## config.mk

```make
export PLATFORM = sky130hd
export DESIGN_NAME = irrigation_zones
export DESIGN_NICKNAME = d
export VERILOG_FILES = /design/src/rtl/irrigation_zones.sv
export SDC_FILE = /design/constraint.sdc
export NUM_CORES = 1
export LEC_CHECK = 0
export BUFFER_PORTS_ARGS = -buffer_cell sky130_fd_sc_hd__buf_2
export CAP_MARGIN = 0
export CORE_MARGIN = 2
export CORE_UTILIZATION = 40
export DETAILED_ROUTE_END_ITERATION = 16
export SKIP_LAST_GASP = 1
export SLEW_MARGIN = 20
export SYNTH_ARGS = -nofsm -noshare
export SYNTH_HDL_FRONTEND = slang
export SYNTH_SLANG_ARGS = --single-unit
```

## constraint.sdc

```tcl
create_clock -name clk -period 5.6 [get_ports clk]
set_input_delay 0.28 -clock clk [delete_from_list [all_inputs] [get_ports clk]]
set_output_delay 0.28 -clock clk [all_outputs]
set_load 0.02 [all_outputs]
```

## src/rtl/irrigation_zones.sv

```systemverilog
// irrigation_zones: debounced tank/climate sensing, inlet valve, alarm and round-robin zone watering (in: clk rst_n H M L Ua T Us zone_en; out: Ve Al E Bs Vs busy)
module irrigation_zones #(
  parameter int N_ZONES       = 4,
  parameter int DEB_CYCLES    = 4,
  parameter int WATER_CYCLES  = 16,
  parameter int SETTLE_CYCLES = 2
) (
  input  logic               clk,
  input  logic               rst_n,
  input  logic               H,
  input  logic               M,
  input  logic               L,
  input  logic               Ua,
  input  logic               T,
  input  logic [N_ZONES-1:0] Us,
  input  logic [N_ZONES-1:0] zone_en,
  output logic               Ve,
  output logic               Al,
  output logic               E,
  output logic [N_ZONES-1:0] Bs,
  output logic [N_ZONES-1:0] Vs,
  output logic               busy
);
  localparam int NI = N_ZONES + 5;
  localparam int DW = $clog2(DEB_CYCLES + 1);
  localparam int CW = $clog2((WATER_CYCLES > SETTLE_CYCLES ? WATER_CYCLES : SETTLE_CYCLES) + 1);
  localparam int ZW = N_ZONES > 1 ? $clog2(N_ZONES) : 1;

  typedef enum logic [1:0] {IDLE, SELECT, WATER, SETTLE} state_t;

  logic [NI-1:0] sync1_q, sync2_q, deb_q, deb_d;
  logic [NI-1:0][DW-1:0] dcnt_q, dcnt_d;
  logic h, m, l, ua, t;
  logic [N_ZONES-1:0] us, req;
  logic e_d, e_q, al_d, al_q, ve_d, ve_q;
  state_t state_q, state_d;
  logic [CW-1:0] cnt_q, cnt_d;
  logic [ZW-1:0] grant_q, grant_d, last_q, last_d, sel, idx;
  logic found, drip_q, drip_d, busy_q, busy_d;
  logic [N_ZONES-1:0] bs_q, bs_d, vs_q, vs_d, onehot;

  assign {us, t, ua, l, m, h} = deb_q;
  assign req = zone_en & ~us;
  assign e_d = (m & ~l) | (h & ~m);
  assign al_d = e_d | ~l;
  assign ve_d = (h | e_d) ? 1'b0 : (~m | ve_q);

  always_comb begin
    deb_d = deb_q;
    dcnt_d = '0;
    for (int i = 0; i < NI; i++)
      if (sync2_q[i] != deb_q[i]) begin
        if (dcnt_q[i] == DW'(DEB_CYCLES - 1)) deb_d[i] = sync2_q[i];
        else dcnt_d[i] = dcnt_q[i] + 1'b1;
      end
  end

  always_comb begin
    sel = '0;
    idx = '0;
    found = 1'b0;
    for (int k = N_ZONES - 1; k >= 0; k--) begin
      idx = ZW'((int'(last_q) + 1 + k) % N_ZONES);
      if (req[idx]) begin
        sel = idx;
        found = 1'b1;
      end
    end
  end

  always_comb begin
    state_d = state_q;
    cnt_d = cnt_q;
    grant_d = grant_q;
    last_d = last_q;
    drip_d = drip_q;
    case (state_q)
      IDLE: if (|req && !al_d) state_d = SELECT;
      SELECT: begin
        state_d = found ? WATER : IDLE;
        cnt_d = '0;
        if (found) begin
          grant_d = sel;
          last_d = sel;
          drip_d = (t & ~ua) | ~m;
        end
      end
      WATER: begin
        if (cnt_q == CW'(WATER_CYCLES - 1) || us[grant_q] || !zone_en[grant_q] || al_d) begin
          state_d = SETTLE;
          cnt_d = '0;
        end else cnt_d = cnt_q + 1'b1;
      end
      default: begin
        if (cnt_q == CW'(SETTLE_CYCLES - 1)) state_d = IDLE;
        else cnt_d = cnt_q + 1'b1;
      end
    endcase
    onehot = N_ZONES'(1) << grant_d;
    bs_d = (state_d == WATER && !drip_d) ? onehot : '0;
    vs_d = (state_d == WATER && drip_d) ? onehot : '0;
    busy_d = state_d == SELECT || state_d == WATER;
  end

  always_ff @(posedge clk or negedge rst_n)
    if (!rst_n) begin
      sync1_q <= '0;
      sync2_q <= '0;
      deb_q <= '0;
      dcnt_q <= '0;
      e_q <= 1'b0;
      al_q <= 1'b0;
      ve_q <= 1'b0;
      state_q <= IDLE;
      cnt_q <= '0;
      grant_q <= '0;
      last_q <= ZW'(N_ZONES - 1);
      drip_q <= 1'b0;
      bs_q <= '0;
      vs_q <= '0;
      busy_q <= 1'b0;
    end else begin
      sync1_q <= {Us, T, Ua, L, M, H};
      sync2_q <= sync1_q;
      deb_q <= deb_d;
      dcnt_q <= dcnt_d;
      e_q <= e_d;
      al_q <= al_d;
      ve_q <= ve_d;
      state_q <= state_d;
      cnt_q <= cnt_d;
      grant_q <= grant_d;
      last_q <= last_d;
      drip_q <= drip_d;
      bs_q <= bs_d;
      vs_q <= vs_d;
      busy_q <= busy_d;
    end

  assign E = e_q;
  assign Al = al_q;
  assign Ve = ve_q;
  assign Bs = bs_q;
  assign Vs = vs_q;
  assign busy = busy_q;
endmodule

```

## Yosys cells after proc, flatten, opt, wreduce, memory -nomap -nowiden

Index checks and enable logic that the tools add are counted.

| word-level totals | value |
|---|---|
| bits of input ports | 15 |
| output and inout bits | 12 |
| word-level logic and storage cells | 166 |
| register bits | 78 |

| cells by class | value |
|---|---|
| order comparisons | 5 |
| bitwise logic cells | 14 |
| reduce and logical (&&, ||, !) cells | 23 |
| muxes and demuxes | 53 |
| add/subtract/negate cells | 14 |
| equality and inequality tests | 25 |
| shift-type cells | 1 |

Operators with widths:

| kind | number |
|---|---|
| two-way mux 3 bit | 18 |
| adder 3 x 1 -> 3 bit (second input constant) | 9 |
| equality test 3 x 2 -> 1 bit (second input constant) | 9 |
| AND reduction 2 bit | 11 |
| two-way mux 2 bit | 10 |
| < comparator 2 x 3 -> 1 bit (second input constant) | 5 |
| case mux 5 bit (3 select lines) | 1 |
| two-way mux 1 bit | 13 |
| binary-select mux 1 bit (select 2 bit) | 6 |
| two-way mux 5 bit | 2 |
| != test 1 bit | 9 |
| two-way mux 4 bit | 2 |
| case mux 2 bit (3 select lines) | 1 |
| adder 5 x 1 -> 5 bit (second input constant) | 1 |
| equality test 5 x 1 -> 1 bit (second input constant) | 1 |
| equality test 5 x 4 -> 1 bit (second input constant) | 1 |
| OR 1 bit | 5 |
| adder 2 x 1 -> 2 bit (second input constant) | 2 |
| adder 2 bit (second input constant) | 2 |
| bitwise AND 4 bit | 1 |
| equality test 2 x 1 -> 1 bit (second input constant) | 2 |
| equality test 2 bit (second input constant) | 2 |
| logical OR 1 bit | 4 |
| inverter 1 bit | 4 |
| other kinds (8) | 14 |

## Logic depth before layout (Yosys ltp)

| depth | value |
|---|---|
| depth after elaboration | 13 |
| gate-level depth with buffers | 12 |
| depth with buffers taken out | 12 |

## Worst setup path before layout

Ideal clock, no wire load.

| timing | value |
|---|---|
| path kind | reg-to-reg |
| from | register deb_q[8] |
| to | register bs_q[1], in the netlist Bs[1] |
| period minus slack after synthesis | 2.260 ns |
| data required time | 5.528 ns |
| arrival | 2.188 ns |
| cell stages (with the launch flop) | 11 |
| setup slack | 3.340 ns |
| path buffers | 0 |
| setup time | 0.072 ns |
| cell sequence | dfrtp_1 -> nand2b_4 -> mux4_2 -> o31a_2 -> a21oi_1 -> o21a_1 -> ha_1 -> o211ai_1 -> mux2i_1 -> nand2b_1 -> nor2_1 |

| on the way | value |
|---|---|
| word-level cells in the longest chain between the ends | 13 |
| elaborated cells between the ends (all ways) | 38 |
| classes of those cells | 1 x eq/ne; 1 x shift; 27 x mux; 2 x bitwise; 7 x reduce/logical |

Ends and longest elaborated chain:

| item | RTL line | RTL |
|---|---|---|
| start, declared | 31 | `logic [NI-1:0] sync1_q, sync2_q, deb_q, deb_d;` |
| start signal, assigned | 109 | `deb_q <= '0;` |
| start signal, assigned | 125 | `deb_q <= deb_d;` |
| inverter 4 bit | 43 | `assign req = zone_en & ~us;` |
| bitwise AND 4 bit | 43 |  |
| binary-select mux 1 bit (select 2 bit) | 64 | `if (req[idx]) begin` |
| two-way mux 1 bit (implied by the code) | 64 |  |
| two-way mux 1 bit (4 in series) | 64 |  |
| two-way mux 2 bit / two-way mux 1 bit (equally long branches) | 80, 82 |  |
| case mux 2 bit (3 select lines) / two-way mux 1 bit (equally long branches) | 77 | `case (state_q)` |
| equality test 2 bit / zero test 1 bit (equally long branches) | 100 | `bs_d = (state_d == WATER && !drip_d) ? onehot : '0;` |
| logical AND 1 bit | 100 |  |
| two-way mux 4 bit (*) | 100 |  |
| net bs_d[1] | 40 | `logic [N_ZONES-1:0] bs_q, bs_d, vs_q, vs_d, onehot;` |
| end signal, assigned | 135 | `bs_q <= bs_d;` |
| end, declared | 40 |  |

The timed path passes the listed nets; every way through them passes the cells marked *. The select of a mux whose other input is x is not followed.
A chain may end at the register's enable or synchronous reset.

## Final worst setup path

| timing | value |
|---|---|
| from | register deb_q[6] |
| to | register vs_q[2], in the netlist Vs[2] |

| on the way | value |
|---|---|
| word-level cells in the longest chain between the ends | 13 |
| elaborated cells between the ends (all ways) | 37 |
| classes of those cells | 1 x eq/ne; 1 x shift; 27 x mux; 2 x bitwise; 6 x reduce/logical |

Ends and longest elaborated chain:

| item | RTL line | RTL |
|---|---|---|
| inverter 4 bit | 43 |  |
| bitwise AND 4 bit | 43 |  |
| binary-select mux 1 bit (select 2 bit) | 64 |  |
| two-way mux 1 bit (implied by the code) | 64 |  |
| two-way mux 1 bit (4 in series) | 64 |  |
| two-way mux 2 bit | 80 | `state_d = found ? WATER : IDLE;` |
| case mux 2 bit (3 select lines) | 77 |  |
| equality test 2 bit | 101 | `vs_d = (state_d == WATER && drip_d) ? onehot : '0;` |
| logical AND 1 bit | 101 |  |
| two-way mux 4 bit (*) | 101 |  |
| net vs_d[2] | 40 |  |
| end signal, assigned | 136 | `vs_q <= vs_d;` |
| end, declared | 40 |  |

Marked as above.

==> impl_metrics.yaml <==
run_status:
  outcome: "completed"
clocking:
  clk-insertion-delay-late_ns: 0.34
  cts_made_buffers: 9
  cts_hold_buffers: 0
  cts_max_level: 3
  clk_pin_slew_ns: 0.08
  cts_sinks: 78
  cts_tree: "done"
  post-cts-setup-buffers: 0
  clock-root-buffer: "clkbuf_8"
  clockBufferDepth: 2
  ctsResizeCount: 0
placement:
  gp_congestion: 0.814
  port_buffers: 26
  post-place-ws_ns: 3.12
  dp.final_hpwl_um: 3540
  dp.cells: 379
routing:
  vias_per_cell: 4.88
  drtIter0Drc: 43
  drc: 0
  dr.pass1.iters: 4
  route.detailed.wl_per_inst_um: 13.1
  vias: 1923
  drt_wl_total_um: 5160
  ant_nets: 0
cells_and_area:
  drive_gt1_frac: 0.202
  fill_cells: 726
  fin_cells: 394
  area_growth_pct: 14.4
  fin_util: 0.476
  antenna_cells: 0
  nets: 320
synthesis:
  synth_cell_types: 42
  synth_area_leader_cell: "dfrtp_1"
  postSynthAreaPerCell_sq_um: 12.8
  synth-seq-area-share: 0.605
  syn_inst: 253
  synth.most_common_cell: "dfrtp_1"
  ys_ff_latch: 78
  synth_edf_count: 0
  synth_area_sq_um: 3230
  synth_top_area_frac: 0.588
  synth-main-ff-cell: "dfrtp_1"
  synthTopCellsByCount: "76 x dfrtp_1, 17 x ha_1, 17 x nor3b_1, 15 x nand2_1, 15 x nor2b_1"
  syn-num-nets: 285
  yosys_warnings: 0
  synthArstFlopShare: 1.00
  yosys-top-cells-area: "dfrtp_1 59%, ha_1 6.6%, nor3b_1 3.9%, nor2b_1 2.9%, xnor2_1 2.4%"
floorplan:
  chipHeight_um: 93.9
  core-area_sq_um: 7770
  die_width_um: 93.9
  initial_core_util: 0.416
  dieArea_sq_um: 8810
  rows: 32
  top_level_ports: 27
global_routing:
  met1_usage: 0.180
  overflow: 0
  grt_pass1_wl_um: 9230
  grt_max_degree: 79
  busiest_layer: "met2"
  grt_pass1_vias: 1948
  gr-usage-met3: 0.0385
  gr-usage-met2: 0.215
  track_usage: 0.137
  antenna_found_initial: 0
power:
  power_density_nw_per_um2: 535
  p_leak_nw: 1.73
  peakVddDrop_uv: 232
job:
  maxCapViolCount: 0
timing:
  tightest_slew_ns: 0.948
  final_max_slew_viol_count: 0
  period_share: 0.444
  setup_viol: 0
  timing.setup.tns_ns: 0
  fmax_mhz: 402
  period_needed_ns: 2.49
  skew_ns: 0.00978
  layout_setup_ws_ns: 3.11
  slew-limit-headroom: 0.368
  rsz0062_at_grt: "no"
  finalHoldViolCount: 0
worst_hold_path:
  hold_path.class: "input port to flop"
worst_setup_path:
  cp.arrival_ns: 2.75
  required_ns: 5.86
  worstSetupPathType: "flop to flop"
  crit_path_start_kind: "flop"
  path_max_fanout: 5
  end_kind: "flop"
[placed cells by master, fill, tap and decap left out, drive strengths merged, types with 2 or more instances in the layout]
cell type,Yosys,layout
dfstp,2,2
clkinv,0,4
o31ai,2,2
a21oi,6,6
clkbuf,1,9
and2b,2,2
a32o,2,2
o41ai,2,2
o211ai,2,2
bufinv,0,2
nor3,10,10
ha,17,17
o22ai,4,4
o21a,2,2
nor2b,15,15
inv,14,14
o21ai,9,9
nor3b,17,17
mux2,6,6
buf,1,26
o31a,2,2
xnor2,9,9
nand3,2,2
nand2b,10,10
dfrtp,76,76
nand2,15,15
nor2,12,12
mux2i,3,3
[final cells by class]
| class | count | area [sq um] | share of cell area |
|---|---|---|---|
| Clock buffer | 9 | 124 | 0.0335 |
| Timing Repair Buffer | 26 | 133 | 0.0359 |
| Inverter | 14 | 52.6 | 0.0142 |
| Multi-Input combinational cell | 159 | 1220 | 0.329 |
| Clock inverter | 6 | 87.6 | 0.0237 |
| Sequential cell | 78 | 1950 | 0.529 |
| Tap cell | 102 | 128 | 0.0345 |
[cell families after synthesis]
kind of cell    after synthesis  share of synthesized area
xor+xnor                      9                     0.0244
simple gates                 87                      0.160
flops                        78                      0.605
compound gates               36                     0.0890
mux                          10                     0.0372
buf+inv                      16                     0.0186
fa+ha+maj                    17                     0.0658
[path summary, 6_finish.rpt]
path | cells after the start | startpoint | to | slack [ns]
worst max-delay path | 10 | deb_q[6] | Vs[2] | 3.11
worst min-delay path | 1 | T | sync1_q[4] | 0.04
worst max register to register | 10 | deb_q[6] | Vs[2] | 3.11
worst min register to register | 0 | sync1_q[7] | sync2_q[7] | 0.35
max in group asynchronous | 1 | rst_n | dcnt_q[9] | 4.91
min in group asynchronous | 1 | rst_n | dcnt_q[18] | 0.09
[registers in the layout, indices dropped and copies added, names as in the netlist]
signal and cells:
E 1, Ve 1, cnt_q 5, deb_q 9, drip_q 1, sync1_q 9, last_q 2, Al 1
grant_q 2, state_q 2, sync2_q 9, busy 1, Vs 4, dcnt_q 27, Bs 4
[where the power goes]
group | switching, mW | internal [mW]
combinational | 0.373 | 0.313
clock | 0.200 | 0.248
sequential | 0.117 | 0.724
total | 0.690 | 1.29
[per-stage QoR]
step	power, mW	hold WS, ns	area, sq um
floorplan	1.37	-0.0156	3230
global placement	1.53	0.332	3480
detailed placement	1.55	0.335	3480
CTS	2.01	0.0163	3700
global route	2.14	0.0103	3700
finish	1.98	0.0377	3700
[layer usage]
metal / part of all wire / vias to the layer above
li1: - / 947
met1: 0.48 / 942
met2: 0.48 / 26
met3: 0.033 / 8
met4: 0.017 / 0
met5: 0 / -
[critical path, stage by stage (launching register included)]
cell and delay [ns]:
dfrtp_1 0.43, nand2b_4 0.17, mux4_2 0.51, o31a_2 0.30, a21oi_1 0.15, o21a_1 0.14
ha_1 0.21, o21ai_0 0.10, mux2i_1 0.20, nand2_1 0.10, nor2_1 0.11
Note: power is estimated with default switching activity, not from simulation.
